==> src/rtl/battle_controller.sv <==
`default_nettype none
// ============================================================================
// Module   : battle_controller
// Purpose  : Two-player note battle sequencer. Optional per-round seconds
//            countdown is built when BATTLE_COUNTDOWN_EN is defined.
// Revision : 1.0
// ============================================================================
module battle_controller #(
   parameter int CLK_PER_SEC = 50000000,
   parameter int ROUND_SEC   = 60
) (
   input  logic       clk,
   input  logic       reset,
   input  logic       start,
   input  logic       abort,
   input  logic       note_valid,
   input  logic       timer_done,
   output logic       battle_en,
   output logic       timer_restart,
   output logic       player,
   output logic [7:0] score1,
   output logic [7:0] score2,
   output logic [1:0] winner,
   output logic       done,
   output logic [2:0] state,
   output logic [5:0] seconds_left
);

   localparam logic [2:0] c_IDLE   = 3'd0;
   localparam logic [2:0] c_ARM1   = 3'd1;
   localparam logic [2:0] c_P1     = 3'd2;
   localparam logic [2:0] c_ARM2   = 3'd3;
   localparam logic [2:0] c_P2     = 3'd4;
   localparam logic [2:0] c_RESULT = 3'd5;

   localparam logic [1:0] c_WIN_NONE = 2'b00;
   localparam logic [1:0] c_WIN_P1   = 2'b01;
   localparam logic [1:0] c_WIN_P2   = 2'b10;
   localparam logic [1:0] c_WIN_TIE  = 2'b11;

   if ((ROUND_SEC < 1) || (ROUND_SEC > 63) || (CLK_PER_SEC < 1)) begin : g_param_check
      $error("battle_controller: ROUND_SEC must be 1..63 and CLK_PER_SEC >= 1");
   end

   logic [2:0] r_state;
   logic [2:0] w_next;
   logic       r_abort_pend;
   logic       w_abort_pend_nxt;
   logic       w_in_round;
   logic       w_in_battle;

   logic       r_battle_en;
   logic       r_player;
   logic       r_done;
   logic [7:0] r_score1;
   logic [7:0] r_score2;
   logic [1:0] r_winner;

   logic       w_battle_en_nxt;
   logic       w_player_nxt;
   logic       w_done_nxt;
   logic [7:0] w_score1_nxt;
   logic [7:0] w_score2_nxt;
   logic [1:0] w_winner_nxt;

   assign w_in_round  = (r_state == c_P1) || (r_state == c_P2);
   assign w_in_battle = (r_state == c_ARM1) || (r_state == c_P1) ||
                        (r_state == c_ARM2) || (r_state == c_P2);

   // State register
   always_ff @(posedge clk or negedge reset) begin
      if (!reset) begin
         r_state      <= c_IDLE;
         r_abort_pend <= 1'b0;
      end else begin
         r_state      <= w_next;
         r_abort_pend <= w_abort_pend_nxt;
      end
   end

   // Next-state logic; abort overrides every other input
   always_comb begin
      w_next           = r_state;
      w_abort_pend_nxt = 1'b0;
      if (abort) begin
         w_next           = c_IDLE;
         w_abort_pend_nxt = w_in_battle;
      end else begin
         case (r_state)
            c_IDLE:   if (start)      w_next = c_ARM1;
            c_ARM1:                   w_next = c_P1;
            c_P1:     if (timer_done) w_next = c_ARM2;
            c_ARM2:                   w_next = c_P2;
            c_P2:     if (timer_done) w_next = c_RESULT;
            c_RESULT: if (start)      w_next = c_ARM1;
            default:                  w_next = c_IDLE;
         endcase
      end
   end

   // Output logic: next values of the registered outputs
   always_comb begin
      w_score1_nxt = r_score1;
      w_score2_nxt = r_score2;
      w_winner_nxt = r_winner;

      if (!abort && note_valid && (r_state == c_P1) && (r_score1 != 8'hFF))
         w_score1_nxt = r_score1 + 8'd1;
      if (!abort && note_valid && (r_state == c_P2) && (r_score2 != 8'hFF))
         w_score2_nxt = r_score2 + 8'd1;

      if (w_next == c_ARM1) begin
         w_score1_nxt = 8'd0;
         w_score2_nxt = 8'd0;
         w_winner_nxt = c_WIN_NONE;
      end else if ((r_state == c_P2) && (w_next == c_RESULT)) begin
         // Compare against the post-increment score so a final note counts
         if (r_score1 > w_score2_nxt)
            w_winner_nxt = c_WIN_P1;
         else if (w_score2_nxt > r_score1)
            w_winner_nxt = c_WIN_P2;
         else
            w_winner_nxt = c_WIN_TIE;
      end

      w_battle_en_nxt = (w_next == c_P1) || (w_next == c_P2);
      w_player_nxt    = (w_next == c_ARM2) || (w_next == c_P2);
      w_done_nxt      = (w_next == c_RESULT);
   end

   always_ff @(posedge clk or negedge reset) begin
      if (!reset) begin
         r_battle_en <= 1'b0;
         r_player    <= 1'b0;
         r_done      <= 1'b0;
         r_score1    <= 8'd0;
         r_score2    <= 8'd0;
         r_winner    <= c_WIN_NONE;
      end else begin
         r_battle_en <= w_battle_en_nxt;
         r_player    <= w_player_nxt;
         r_done      <= w_done_nxt;
         r_score1    <= w_score1_nxt;
         r_score2    <= w_score2_nxt;
         r_winner    <= w_winner_nxt;
      end
   end

   assign timer_restart = (r_state == c_ARM1) || (r_state == c_ARM2) || r_abort_pend;
   assign battle_en     = r_battle_en;
   assign player        = r_player;
   assign done          = r_done;
   assign score1        = r_score1;
   assign score2        = r_score2;
   assign winner        = r_winner;
   assign state         = r_state;

`ifdef BATTLE_COUNTDOWN_EN
   localparam int              c_PW        = (CLK_PER_SEC > 1) ? $clog2(CLK_PER_SEC) : 1;
   localparam logic [c_PW-1:0] c_PRESC_MAX = c_PW'(CLK_PER_SEC - 1);
   localparam logic [c_PW-1:0] c_PRESC_ONE = c_PW'(1);
   localparam logic [5:0]      c_ROUND     = 6'(ROUND_SEC);

   logic [c_PW-1:0] r_presc;
   logic [5:0]      r_secs;

   // Loads on the way into an arm state so the full count shows at round start
   always_ff @(posedge clk or negedge reset) begin
      if (!reset) begin
         r_presc <= '0;
         r_secs  <= 6'd0;
      end else if ((w_next == c_ARM1) || (w_next == c_ARM2)) begin
         r_presc <= '0;
         r_secs  <= c_ROUND;
      end else if (w_next == c_IDLE) begin
         r_presc <= '0;
         r_secs  <= 6'd0;
      end else if (w_in_round) begin
         if (r_presc == c_PRESC_MAX) begin
            r_presc <= '0;
            if (r_secs != 6'd0)
               r_secs <= r_secs - 6'd1;
         end else begin
            r_presc <= r_presc + c_PRESC_ONE;
         end
      end
   end

   assign seconds_left = r_secs;
`else
   assign seconds_left = 6'd0;
`endif

endmodule
`default_nettype wire

==> config.mk <==
export PLATFORM = sky130hd
export DESIGN_NAME = battle_controller
export DESIGN_NICKNAME = d
export VERILOG_FILES = /design/src/rtl/battle_controller.sv
export SDC_FILE = /design/constraint.sdc
export NUM_CORES = 1
export LEC_CHECK = 0
export ABC_AREA = 1
export BUFFER_PORTS_ARGS = -buffer_cell sky130_fd_sc_hd__clkbuf_2
export CAP_MARGIN = 20
export CORE_ASPECT_RATIO = 1.5
export CORE_MARGIN = 5
export CORE_UTILIZATION = 30
export CTS_BUF_LIST = sky130_fd_sc_hd__clkbuf_16
export DETAILED_ROUTE_END_ITERATION = 12
export PLACE_DENSITY_LB_ADDON = 0.2
export SETUP_SLACK_MARGIN = 0.4
export SYNTH_ARGS = -nofsm -noshare
export SYNTH_HDL_FRONTEND = slang
export SYNTH_SLANG_ARGS = --single-unit
==> constraint.sdc <==
create_clock -name clk -period 2.85 [get_ports clk]
set_input_delay 0.1425 -clock clk [delete_from_list [all_inputs] [get_ports clk]]
set_output_delay 0.1425 -clock clk [all_outputs]
set_load 0.01 [all_outputs]
==> results.json, run 1 <==
{
  "ys_types": 31,
  "endpoint_kind": "flip-flop",
  "slowest_delay_ns": 0.40,
  "final_common_cell": "nand2_1",
  "hold_end": "state[0]",
  "layout.nets": 291,
  "dp_slack_ns": 0.272,
  "grt-ovfl-total": 0,
  "timing.rr.start": "score2[1]",
  "yosys_warnings": 0,
  "whs_path_depth": 2,
  "wl_um": 3780,
  "grtUsageTotal": 0.106,
  "ir_drop_uv": 230,
  "fin_hold_ws_ns": 0.111,
  "cts_made_buffers": 3,
  "r2r_end": "winner[0]",
  "yosysTopAreaCell": "dfrtp_1",
  "relSlewSlack": 0.570,
  "cp_common_cell": "nand2_1",
  "ant_nets": 0,
  "post-route-util": 0.370,
  "rsz0062_at_grt": "no",
  "yosysSeqAreaShare": 0.362,
  "cp_max_fo": 5,
  "fmax_mhz": 446,
  "avgSynthCellArea_sq_um": 7.42,
  "cts_tree": "built",
  "layout_worst_path_cycle_share": 0.786,
  "cp_num_buf_inv": 2,
  "path_clk_slew_ns": 0.06,
  "clock_path_buffers": 2,
  "drtPass1Iterations": 4,
  "tightestPinTransition_ns": 0.646,
  "syn2layout_area_growth_pct": 21.9,
  "total_power_mw": 1.08,
  "cp_num_cells": 16,
  "cp_top_family": "simple AND/OR/NAND/NOR gates",
  "design_area_sq_mm": 0.00211,
  "fin_skew_ns": 0.00559,
  "synth.top_cell.area_share": 0.362,
  "setup_tns_ns": 0,
  "min_period_ns": 2.24,
  "num_io_pins": 37,
  "drcViolationCount": 0,
  "required_ns": 3.00,
  "synth-seq-cells": 25,
  "synth.top_cells.by_area": "dfrtp_1 (36%), nand2_1 (14%), inv_1 (8.0%)",
  "placed_area_sq_mm": 0.00193,
  "ys_async_sr_fraction": 1.00,
  "row_count": 34,
  "final_cell_mix": "nand2_1 (64), inv_1 (37), clkbuf_2 (30), dfrtp_1 (23), nor2_2 (16)",
  "vias": 1474,
  "viasPerCell": 4.26,
  "hpwlAfterDp_um": 2990,
  "reg2reg_depth": 16,
  "finalSetupViolations": 0,
  "dieArea_sq_mm": 0.00741,
  "drv_slew": 0,
  "initial_core_util": 0.303,
  "hold_start": "abort",
  "drv_cap": 0,
  "hold_viol_final": 0,
  "fp.dieH_um": 103,
  "synth_ff_type": "dfrtp_1",
  "grt_pass1_wl_um": 6240,
  "gp_congestion": 0.821,
  "dp_cells": 334,
  "power_density_mw_per_mm2": 512,
  "startpoint_type": "flip-flop",
  "cts-root-buf": "clkbuf_16",
  "p_leak_nw": 1.19,
  "layout_setup_ws_ns": 0.609,
  "synth_edf_count": 0,
  "cts_sinks": 25,
  "grt_max_degree": 26,
  "criticalPathCategory": "flip-flop to flip-flop",
  "antenna_found_initial": 0,
  "post_drt_wl_per_cell_um": 10.9,
  "grt_pass1_vias": 1437,
  "die_w_um": 72.0,
  "path_cells": "ha_4 > nand3_2 > nor2_2 > nand2_1 > nand2_2 > buf_4 > nand2_1 > nand2_1 > inv_1 > ha_1 > nand2_1 > o21a_1 > nand2_1 > nand2_1 > nand2_1 > nand2_1",
  "syn_area_sq_mm": 0.00173,
  "numPortBuffers": 30,
  "outcome": "complete, no violations",
  "worst_ep_arrival_time_ns": 2.39,
  "synthCells": 233,
  "clock_latency_ns": 0.26,
  "drive_gt1_frac": 0.296,
  "r2r_slack_ns": 0.61,
  "critPathSlowestCell": "dfrtp_1",
  "final_cells": 346,
  "ctsHtreeMaxLevel": 1,
  "core-area_sq_mm": 0.00570,
  "hold_class": "input pin to flip-flop",
  "dr.first_iter.drc_count": 56,
  "antenna_cells": 0
}
-- repair_timing --
item / in CTS / in global routing
pin swaps: 0 / 2
gates resized for setup: 3 / 11
hold buffers: 1 / 0
endpoints found under the hold margin: 25 / 0
endpoints found under the setup margin: 2 / 2
buffers inserted: 2 / 5
-- cell families after synthesis --
| logic type | Yosys count | synth area share |
|---|---|---|
| fa+ha+maj | 10 | 0.0724 |
| buf+inv | 49 | 0.135 |
| simple gates | 125 | 0.325 |
| flops | 25 | 0.362 |
| compound gates | 17 | 0.0688 |
| xor+xnor | 6 | 0.0348 |
| other cells | 1 | 0.00217 |
-- layout make-up --
cell class                      instances  area (sq um)
Timing Repair Buffer                   40           231
Sequential cell                        25           628
Clock buffer                            3          75.1
Clock inverter                          1          3.75
Inverter                               41           156
Tap cell                               72          90.1
Fill cell                             635          3590
Multi-Input combinational cell        164           922
-- layer usage --
layer	track usage	vias to the layer above	share of wire
li1	-	786	-
met1	0.120	662	0.44
met2	0.191	22	0.52
met3	0.0146	4	0.027
met4	0.0579	0	0.018
met5	0	-	0
-- worst max-delay path by stage --
stage	from	to	slack, ns
after floorplan	score2[0]	winner[1]	0.58
after global placement	score2[0]	winner[0]	0.37
after detailed placement	score2[0]	winner[0]	0.27
after CTS	score2[0]	winner[0]	0.45
after global routing	score2[1]	winner[0]	0.39
final	score2[1]	winner[0]	0.61
-- registers in the layout, summed over array words and instances, names as in the netlist --
signal        count
score1            8
score2            8
state             3
winner            2
battle_en         1
done              1
player            1
r_abort_pend      1
-- cells in the mapped netlist (2+ instances only) --
cell type and instances:
o21ai_0 3, nand2_2 4, nand2_1 65, xor2_1 4, dfrtp_1 25, nand4_1 3
inv_1 37, inv_2 3, a21oi_1 5, o21bai_1 2, nor2_1 19, nor3_1 3
ha_1 10, nand3_1 16, buf_4 6, nor2_2 12, a21oi_2 2
-- power by group --
part / total [mW] / leakage [nW] / switching (mW) / internal, mW
clock network: 0.307 / 0.0423 / 0.119 / 0.187
logic: 0.349 / 0.803 / 0.213 / 0.136
registers: 0.423 / 0.342 / 0.0356 / 0.387
(Power assumes the default switching activity.)
==> run 2, diff against run 1 <==
Clock period 2.85 ns to 2.3 ns, I/O delays scaled along.
==> run 2 against run 1 <==
  * Count of clock-buffer cells in the layout unchanged
  * Critical path type unchanged
  * First-iteration DRC count down 1.8%
  * Final area up 7.0%
  * Utilization up 2.6 points
  * Worst setup slack worse by 0.47 ns
  * Clock skew down 0.0021 ns
  * Final cell count up 2.9%
  * Flip-flop and latch count unchanged
  * Wire length up 9.4%
  * Non-clock buffer count up 10
  * Fmax up 3.7%
  * Critical path depth unchanged
==> results.json, run 2 (synthesized netlist as in run 1, its figures left out) <==
{
  "fmax_mhz": 463,
  "dp_slack_ns": 0.00486,
  "numPortBuffers": 30,
  "fill_cells": 643,
  "grt-ovfl-total": 0,
  "worst_ep_arrival_time_ns": 2.31,
  "outcome": "complete, no violations",
  "cp_max_fo": 4,
  "wl_um": 4130,
  "vias": 1536,
  "reg2reg_depth": 16,
  "grt_pass1_wl_um": 7040,
  "drtPass1Iterations": 4,
  "gp_congestion": 0.825,
  "antenna_found_initial": 0,
  "worstSetupEndpoint": "winner[0]",
  "fin_skew_ns": 0.00347,
  "cts-root-buf": "clkbuf_16",
  "fp.dieH_um": 103,
  "initial_core_util": 0.303,
  "hold_viol_final": 0,
  "p_leak_nw": 1.23,
  "final_cells": 356,
  "dp_cells": 342,
  "clock_path_buffers": 2,
  "cts_sinks": 25,
  "dr.first_iter.drc_count": 55,
  "r2r_end": "winner[0]",
  "grt_max_degree": 26,
  "ir_drop_uv": 307,
  "antenna_cells": 0,
  "core-area_sq_mm": 0.00570,
  "power_density_mw_per_mm2": 625,
  "syn2layout_area_growth_pct": 30.5,
  "viasPerCell": 4.31,
  "startpoint_type": "flip-flop",
  "drv_cap": 0,
  "num_io_pins": 37,
  "drcViolationCount": 0,
  "required_ns": 2.45,
  "endpoint_kind": "flip-flop",
  "clock_latency_ns": 0.26,
  "final_common_cell": "nand2_1",
  "hold_class": "input pin to flip-flop",
  "rsz0062_at_grt": "yes",
  "setup_tns_ns": 0,
  "drv_slew": 0,
  "layout_setup_ws_ns": 0.139,
  "min_period_ns": 2.16,
  "cts_made_buffers": 3,
  "dieArea_sq_mm": 0.00741,
  "hpwlAfterDp_um": 3300,
  "layout_worst_path_cycle_share": 0.939,
  "final_cell_mix": "nand2_1 (56), inv_1 (32), clkbuf_2 (30), dfrtp_1 (24), buf_4 (18)",
  "r2r_slack_ns": 0.14,
  "cts_tree": "built",
  "grt_pass1_vias": 1590,
  "row_count": 34,
  "ant_nets": 0,
  "post_drt_wl_per_cell_um": 11.6,
  "layout.nets": 301,
  "die_w_um": 72.0,
  "drive_gt1_frac": 0.370,
  "path_clk_slew_ns": 0.07,
  "criticalPathCategory": "flip-flop to flip-flop",
  "tightestPinTransition_ns": 0.644,
  "grtUsageTotal": 0.121,
  "cp-startpoint": "score2[1]",
  "relSlewSlack": 0.571,
  "ctsHtreeMaxLevel": 1,
  "finalSetupViolations": 0,
  "timing.rr.start": "score2[1]"
}
[run 2: final cells by class]
| cell class | count | area, sq um | share of cell area |
|---|---|---|---|
| tap | 72 | 90.1 | 0.0400 |
| sequential | 25 | 627 | 0.278 |
| multi-input combinational | 164 | 995 | 0.441 |
| inverter | 41 | 156 | 0.0694 |
| timing repair buffer | 50 | 307 | 0.136 |
| clock buffer | 3 | 75.1 | 0.0333 |
| clock inverter | 1 | 5.00 | 0.00222 |
[run 2: timing repair]
action | CTS | global route
hold endpoints to repair | 25 | 0
hold buffers | 1 | 0
setup buffers | 4 | 5
endpoints found under the setup margin | 2 | 2
pin swaps | 9 | 10
resized for setup | 11 | 14
[run 2: how the worst min path moves through the flow]
stage | from | end | slack [ns] | cells past startpoint
floorplan | reset | battle_en | -0.18 | 0
global placement | reset | score1[5] | 0.18 | 1
detailed placement | reset | score1[5] | 0.18 | 1
CTS | abort | state[0] | 0.08 | 2
global route | abort | state[0] | 0.1 | 2
finish | abort | state[0] | 0.09 | 2
[run 2: through the flow]
step                total power, mW  hold slack (ns)  cell area [sq um]  utilization
global route                   1.52           0.0971               2250        0.396
CTS                            1.41           0.0830               2170        0.381
floorplan                     0.851           -0.181               1760            -
finish                         1.41           0.0902               2250        0.396
global placement              0.979            0.184               2000        0.351
detailed placement            0.978            0.185               2000        0.351
[run 2: power by group]
group	switching, mW	internal, mW
Clock	0.156	0.234
Combinational	0.302	0.205
Sequential	0.0333	0.479
[run 2: routing by layer]
layer | vias up | global-route usage | routed length [um]
li1 | 808 | - | -
met1 | 695 | 0.124 | 1630
met2 | 27 | 0.237 | 2280
met3 | 6 | 0.0215 | 157
met4 | 0 | 0.0463 | 61
met5 | - | 0 | 0
[run 2: critical path, stage by stage, from the launching register on]
cell and delay (ns):
dfrtp_1 0.36, ha_2 0.22, nand3_4 0.09, nor2_4 0.13, nand2_2 0.08, nand2_4 0.09
buf_4 0.13, nand2_1 0.05, nand2_1 0.09, inv_1 0.05, ha_1 0.28, nand2_1 0.08
o21a_1 0.20, nand2_2 0.07, nand2_1 0.04, nand2_1 0.05, nand2_1 0.05
